`config.mk`:
```
export PLATFORM = sky130hd
export DESIGN_NAME = result_streamer
export DESIGN_NICKNAME = d
export VERILOG_FILES = /design/src/rtl/matmul_pkg.sv /design/src/rtl/result_buffer.sv /design/src/rtl/result_streamer.sv
export SDC_FILE = /design/constraint.sdc
export NUM_CORES = 2
export LEC_CHECK = 0
export ABC_CLOCK_PERIOD_IN_PS = 4100
export BUFFER_PORTS_ARGS = -buffer_cell sky130_fd_sc_hd__buf_2
export CAP_MARGIN = 20
export CORE_ASPECT_RATIO = 1.5
export CORE_MARGIN = 4
export CORE_UTILIZATION = 35
export CTS_CLUSTER_DIAMETER = 60
export DETAILED_ROUTE_END_ITERATION = 10
export PLACE_DENSITY = 0.57
export RECOVER_POWER = 50
export SYNTH_ARGS = -nofsm -noshare
export SYNTH_HDL_FRONTEND = slang
export SYNTH_SLANG_ARGS = --single-unit
```
`constraint.sdc`:
```
create_clock -name clk -period 4.1 [get_ports clk]
set_input_delay 0.205 -clock clk [delete_from_list [all_inputs] [get_ports clk]]
set_output_delay 0.205 -clock clk [all_outputs]
set_load 0.01 [all_outputs]
```
`src/rtl/matmul_pkg.sv`:
```
// rtl/matmul_pkg.sv - shared FSM state type, default element width and index-width helper
package matmul_pkg;

    typedef enum logic [1:0] {
        S_IDLE   = 2'd0,
        S_STREAM = 2'd1,
        S_DONE   = 2'd2
    } state_t;

    localparam int DEFAULT_W = 32;

    function automatic int idx_w(input int n);
        return (n > 1) ? $clog2(n) : 1;
    endfunction

endpackage

```
`src/rtl/result_buffer.sv`:
```
// rtl/result_buffer.sv - N x N element store with per-element valid bits and a full flag
module result_buffer
    import matmul_pkg::*;
#(
    parameter int N  = 8,
    parameter int W  = DEFAULT_W,
    parameter int IW = idx_w(N)
) (
    input  logic          clk,
    input  logic          rst_n,
    input  logic          wr_en,
    input  logic [IW-1:0] wr_i,
    input  logic [IW-1:0] wr_j,
    input  logic [W-1:0]  wr_data,
    input  logic          clr_valid,
    input  logic [IW-1:0] rd_i,
    input  logic [IW-1:0] rd_j,
    output logic [W-1:0]  rd_data,
    output logic          full
);

    logic [W-1:0]   mem_q [N][N];
    logic [W-1:0]   mem_d [N][N];
    logic [N*N-1:0] valid_q;
    logic [N*N-1:0] valid_d;
    logic           full_q;
    logic           full_d;
    logic           wr_ok;

    // Out-of-range indices only exist when N is not a power of two
    assign wr_ok = wr_en
                && ({1'b0, wr_i} < (IW+1)'(N))
                && ({1'b0, wr_j} < (IW+1)'(N));

    always_comb begin
        mem_d   = mem_q;
        valid_d = valid_q;
        if (wr_ok) begin
            mem_d[wr_i][wr_j]                  = wr_data;
            valid_d[int'(wr_i) * N + int'(wr_j)] = 1'b1;
        end
        if (clr_valid) begin
            valid_d = '0;
        end
        full_d = &valid_d;
    end

    always_ff @(posedge clk or negedge rst_n) begin
        if (!rst_n) begin
            valid_q <= '0;
            full_q  <= 1'b0;
        end else begin
            valid_q <= valid_d;
            full_q  <= full_d;
        end
    end

    // Data is deliberately left unreset; the valid bits gate its use
    always_ff @(posedge clk) begin
        mem_q <= mem_d;
    end

    assign rd_data = mem_q[rd_i][rd_j];
    assign full    = full_q;

endmodule

```
`src/rtl/result_streamer.sv`:
```
// rtl/result_streamer.sv - buffers an N x N result matrix and streams it out (RESULT_STREAMER_TRANSPOSE_EN selects column-major order)
module result_streamer
    import matmul_pkg::*;
#(
    parameter int N = 8,
    parameter int W = DEFAULT_W
) (
    input  logic                  clk,
    input  logic                  rst_n,
    input  logic                  wr_en,
    input  logic [idx_w(N)-1:0]   wr_i,
    input  logic [idx_w(N)-1:0]   wr_j,
    input  logic [W-1:0]          wr_data,
    input  logic                  start,
    output logic [W-1:0]          value,
    output logic                  value_stb,
    input  logic                  value_ack,
    output logic [idx_w(N)-1:0]   i,
    output logic [idx_w(N)-1:0]   j,
    output logic                  busy,
    output logic                  full,
    output logic                  done
);

    localparam int IW = idx_w(N);

    state_t        state_q, state_d;
    logic [IW-1:0] i_q, i_d;
    logic [IW-1:0] j_q, j_d;
    logic          buf_wr_en;
    logic          clr_valid;
    logic          buf_full;
    logic [W-1:0]  rd_data;
    logic          i_last;
    logic          j_last;

    assign i_last = (i_q == IW'(N - 1));
    assign j_last = (j_q == IW'(N - 1));

    always_comb begin
        state_d   = state_q;
        i_d       = i_q;
        j_d       = j_q;
        buf_wr_en = 1'b0;
        clr_valid = 1'b0;
        case (state_q)
            S_IDLE: begin
                buf_wr_en = wr_en;
                if (start && buf_full) begin
                    state_d = S_STREAM;
                    i_d     = '0;
                    j_d     = '0;
                end
            end
            S_STREAM: begin
                if (value_ack) begin
                    if (i_last && j_last) begin
                        state_d = S_DONE;
                        i_d     = '0;
                        j_d     = '0;
                    end else begin
`ifdef RESULT_STREAMER_TRANSPOSE_EN
                        if (i_last) begin
                            i_d = '0;
                            j_d = j_q + 1'b1;
                        end else begin
                            i_d = i_q + 1'b1;
                        end
`else
                        if (j_last) begin
                            j_d = '0;
                            i_d = i_q + 1'b1;
                        end else begin
                            j_d = j_q + 1'b1;
                        end
`endif
                    end
                end
            end
            S_DONE: begin
                clr_valid = 1'b1;
                state_d   = S_IDLE;
            end
            default: state_d = S_IDLE;
        endcase
    end

    always_ff @(posedge clk or negedge rst_n) begin
        if (!rst_n) begin
            state_q <= S_IDLE;
            i_q     <= '0;
            j_q     <= '0;
        end else begin
            state_q <= state_d;
            i_q     <= i_d;
            j_q     <= j_d;
        end
    end

    result_buffer #(
        .N  (N),
        .W  (W),
        .IW (IW)
    ) u_buffer (
        .clk       (clk),
        .rst_n     (rst_n),
        .wr_en     (buf_wr_en),
        .wr_i      (wr_i),
        .wr_j      (wr_j),
        .wr_data   (wr_data),
        .clr_valid (clr_valid),
        .rd_i      (i_q),
        .rd_j      (j_q),
        .rd_data   (rd_data),
        .full      (buf_full)
    );

    // Value is forced to zero outside streaming so unreset storage never leaks out
    assign value_stb = (state_q == S_STREAM);
    assign value     = value_stb ? rd_data : '0;
    assign i         = i_q;
    assign j         = j_q;
    assign busy      = (state_q != S_IDLE);
    assign done      = (state_q == S_DONE);
    assign full      = buf_full;

endmodule

```
; ---- After elaboration in Yosys (flattened, before gate mapping)
; Cells that the tools add are included.
[totals]
ff_bits = 2121
in_bits = 43
out_inout_bits = 42
elab_cells = 136
[classes]
n_addsub = 3
magnitude_cmp = 8
eq_ne = 8
mux = 31
n_bitwise = 5
n_reduce_logical = 12
[op_table]
columns = op, count
row1 = $bwmux 2048, 1
row2 = $bmux 256 s3, 1
row3 = $demux 256 s3, 1
row4 = $mux 256, 3
row5 = $mux 32, 4
row6 = $mux 64, 2
row7 = $bmux 32 s3, 1
row8 = $demux 32 s3, 1
row9 = $or 64x64->64, 1
row10 = $reduce_and 64->1, 1
row11 = $ge 32x1->1 const B, 1
row12 = $lt 32x8->1 const B, 1
row13 = $mux 3, 7
row14 = $ge 4x4->1 const B, 4
row15 = $not 3->4, 4
row16 = $pmux 3 s2, 2
row17 = $lt 4x1->1 const B, 2
row18 = $add 6x3->7, 1
row19 = $add 3x1->3 const B, 2
row20 = $demux 1 s6, 1
row21 = $eq 3x3->1 const B, 2
row22 = $mux 2, 3
row23 = $reduce_and 3->1, 2
row24 = $logic_and 1x1->1, 5
row25 = other kinds (10), 14

; ---- Longest topological paths before layout
[depth]
word_depth = 9
mapped_depth = 9
ltp_nobuf = 6

; ---- Modules after synthesis
; A second synthesis with hierarchy kept.
[unflattened]
hier_cells = 3476
area_unflattened_um2 = 81175.4
[modules_own_cells]
columns = module, n_inst, cells_each, area_each_um2, seq_area_each_um2
row1 = result_buffer, 1, 3399, 80518.5, 63125.5
row2 = result_streamer, 1, 77, 656.9, 200.2

; ---- Worst setup path before layout
; Ideal clock, no wire load.
[synth_path]
path_type = reg2reg
startpoint = register state_q[0]
endpoint = register u_buffer.full_q (netlist: u_buffer.full)
arrival_time_ps = 3567
t_required_ps = 4004
path_slack_ps = 437
stages_incl_launch_ff = 9
cell_sequence = dfrtp_1 buf_6 nor4bb_1 buf_2 nand2_1 nor2_1 o221ai_1 or4_1 nor4_2
[synth_via]
elab_chain_len = 5
word_cells_on_any_way = 7
[synth_lines]
columns = element, line_no
row1 = from (decl), result_streamer.sv:27  ; state_t state_q, state_d;
row2 = from (signal assigned), result_streamer.sv:94  ; state_q <= state_d;
row3 = $logic_not 2->1, result_streamer.sv:46  ; case (state_q)
row4 = $mux 1, result_streamer.sv:46
row5 = $mux 64, result_buffer.sv:38  ; if (wr_ok) begin
row6 = $mux 64 *, result_buffer.sv:42  ; if (clr_valid) begin
row7 = $reduce_and 64->1 *, result_buffer.sv:45  ; full_d = &valid_d;
row8 = named net u_buffer.full_d, result_buffer.sv:27  ; logic full_d;
row9 = to (signal assigned), result_buffer.sv:54  ; full_q <= full_d;
row10 = to (decl), result_buffer.sv:26  ; logic full_q;
; The timed path passes the listed nets; every way through them passes the cells marked *.
; A chain may end at the register's enable or synchronous reset.

; ---- Worst setup path after layout
[layout_path]
startpoint = register i_q[0] (netlist: i[0])
endpoint = output port value[27]
[layout_via]
elab_chain_len = 8
[layout_lines]
columns = element, line_no
row1 = from (decl), result_streamer.sv:28  ; logic [IW-1:0] i_q, i_d;
row2 = from (signal assigned), result_streamer.sv:95  ; i_q <= i_d;
row3 = $not 3->4 (implied by the code), result_buffer.sv:63  ; assign rd_data = mem_q[rd_i][rd_j];
row4 = $bmux 256 s3, result_buffer.sv:63
row5 = $mux 256 (implied by the code) (2 in series), result_buffer.sv:63
row6 = $bmux 32 s3, result_buffer.sv:63
row7 = $mux 32 (implied by the code) (2 in series), result_buffer.sv:63
row8 = $mux 32, result_streamer.sv:120  ; assign value = value_stb ? rd_data : '0;
row9 = to (decl), result_streamer.sv:15  ; output logic [W-1:0] value,
; Every way passes these cells. The select of a mux whose other input is x is not followed.

==> impl_results.md <==
* Worst Hold Margin at ~85 ps
* Global route total overflow at 0
* Post-route setup TNS at 0 ps
* Synth Net Count at 3432
* Die ar. at between 200000 and 250000 µm²
* ANT nets after route at 0
* CP Cell Sequence: buf_12 > buf_12 > buf_4 > buf_4 > mux4_2 > mux4_2 > mux2i_2 > o22ai_1 > buf_2
* Cells after synthesis at 3385
* CP delay by family, top: multiplexers
* CP required at between 3000 and 4000 ps
* # setup viols final at 0
* Setup Crit Path Kind: reg -> out
* Setup crit start kind: register
* Fmax achieved at between 200 and 250 MHz
* R2r worst-path depth at 7
* Maximum number of pins on one net before global-route repair at 68
* Count leader, synth: edfxtp_1
* List of most frequent post-synthesis cells: 2048 x edfxtp_1, 624 x mux4_2, 138 x nor2_1
* Max clock buf depth at 4
* Worst Hold Class: in -> reg
* Io pins at 85
* Tightest Pin Transition at about 3200 ps
* CP endpoint kind: output port
* First-pass GRT wire length at around 310000 µm
* Hold Crit Depth at 4
* Slew Limit Fails at between 1500 and 2000
* Total GRT Usage at 0.180
* Synthesis-stage register bit count at between 2000 and 2500
* Die Y at approximately 600 µm
* Hpwl dp at 120000 µm
* Post-Layout Inst Area at roughly 94000 µm²
* Area leader, netlist: edfxtp_1
* Failing checks: max-capacitance violations, max-slew violations
* CP Max Fanout at 7
* Routability-driven placement congestion ratio at around 0.77
* Num rows at 216
* WP depth at 9
* Ys Warns at 0
* Routed WL per cell at 31.4 µm
* CTS sink count at about 2100
* Core ar. at approximately 230000 µm²
* Post-place setup slack at between 200 and 250 ps
* Placed cell count at about 6500
* Final WL at 219000 µm
* Placed inst area at 87300 µm²
* Hold Path Origin: wr_i[2]
* Max Cap Viol at 33
* Insertion delay to the later sink of the worst-skew pair at 840 ps
* Clock Pin Slew Worst Setup and Hold Paths at ~70 ps
* Max IR drop VDD at between 200 and 300 µV
* Htree depth at 4
* Setup Skew at between 60 and 70 ps
* CTS Buf Count at just over 200
* Mean Syn Cell Area at between 20 and 25 µm²
* Final std cells w/o fill at around 7000
* EDFF count, synth at between 2000 and 2500
* Top post-synthesis cells by area: edfxtp_1 76%, mux4_2 17%, dfrtp_1 2.3%, mux2i_1 0.90%, nor2_1 0.64%
* Worst Path Arrival at between 3000 and 4000 ps
* Post-layout minimum cycle time at between 4000 and 5000 ps
* Final net count at 3801
* # fillers at about 20000
* Final Cycle Share at 0.981
* Initial antenna violation count at 22
* CTS tree: built
* Yosys cell types at 45
* Die width at between 400 and 500 µm
* Initial drt markers at roughly 4200
* Reg2Reg Launch Point: state_q[0]
* Critical-path top delay cell: mux4_2
* Hold worst-path end: u_buffer.valid_q[10]
* Vias per inst at ~5.5
* Area share of the largest cell type after synthesis at 0.760
* Sequential share of the synthesized area at 0.782
* Critical path launch point: i[0]
* Synthesized area at 80900 µm²
* Pwr/cell area at 456 nW/µm²
* Leakage at ~30 nW
* Top_reg_cell synth: edfxtp_1
* Final WS setup at ~77 ps
* Reg2reg end: u_buffer.full
* Setup slack, reg-to-reg at ~600 ps
* Vias post-DR at between 30000 and 40000
* Final core utilization at 0.409
* Asr flop ratio synth at 0.0344
* Tot Pwr at ~43 mW
* Layout cells sized above 1 at 0.325
* Status: complete, but fails checks
* Area Overhead vs Synth at 16.5%
* WP buf/inv at 5
* Initial core utilization at 0.351
* Number of port buffers at between 80 and 90
* Final hold viol count at 0
* Root buffer cell: clkbuf_16
* # DRC at 0
* CP max stage delay at approximately 530 ps
* Vias in the first global route at around 40000
* Slew HR at -1.16
* First drt pass iteration count at 7
[timing repair]
item | CTS | global route
resized for setup | 35 | 13
hold endpoints to repair | 81 | 638
gates cloned | 0 | 5
setup endpoints to repair | 31 | 11
setup buffers | 8 | 0
hold buffers | 13 | 17
[cells in the final DEF (no fill, tap or decap), types with 8 or more instances in the layout]
master	synthesis	routed
dlygate4sd3_1	0	30
buf_16	0	8
mux2i_2	0	13
nor2_1	138	74
clkinv_1	0	53
a21oi_1	11	11
buf_12	0	58
a32oi_1	16	16
nor4_1	12	12
bufinv_16	0	17
clkinv_2	0	35
dfrtp_1	73	69
mux4_2	624	624
o22ai_1	24	18
buf_2	57	58
nor2_4	0	64
clkbuf_1	101	98
edfxtp_1	2048	2048
clkbuf_16	0	207
a31oi_1	58	58
nand2_1	47	47
mux2i_1	73	55
buf_4	2	134
[metal layers]
| layer | track usage | vias to the layer above | wire length (µm) | part of all wire |
|---|---|---|---|---|
| met5 | 0 | - | 79 | 0.00036 |
| met4 | 0.0460 | 14 | 6130 | 0.028 |
| met3 | 0.0279 | 340 | 12900 | 0.059 |
| met2 | 0.316 | 1367 | 114000 | 0.52 |
| met1 | 0.234 | 21156 | 86100 | 0.39 |
| li1 | - | 15301 | - | - |
[worst max path at each step]
stage and to:
6_report value[27], 5_1_grt value[3], 4_1_cts value[5], 3_5_place_dp value[13]
3_3_place_gp value[13], 2_1_floorplan u_buffer.full
[worst min-delay path, stage by stage]
cell,delay (ps)
buf_2,280
nor3b_4,130
a31oi_1,210
nor2_1,50
[power by group]
part | internal (mW) | total [mW] | switching, mW
Clock | 10.1 | 18.0 | 7.94
Sequential | 24.0 | 24.1 | 0.0674
Combinational | 0.190 | 0.830 | 0.639
[cell type report]
type | count | area (µm²) | share of cell area
flip-flops and latches | 2121 | 63300 | 0.672
multi-input cells | 1067 | 17400 | 0.185
clock buffers | 243 | 5210 | 0.0553
well taps | 3052 | 3820 | 0.0405
repair buffers | 356 | 3380 | 0.0359
clock inverters | 119 | 1040 | 0.0110
inverters | 6 | 25.0 | 0.000265
diodes | 5 | 12.5 | 0.000133
[sequential cells by signal, summed over array words and instances (netlist names)]
signal / flops
i: 3
j: 3
state_q: 2
u_buffer.full: 1
u_buffer.mem_q: 2048
u_buffer.valid_q: 64
[cells by family after synthesis]
group / synth area share
flops: 0.782
compound gates: 0.0102
fa+ha+maj: 0.000618
buf+inv: 0.0104
mux: 0.183
simple gates: 0.0136
No activity file was read; power rests on OpenSTA's default activity.
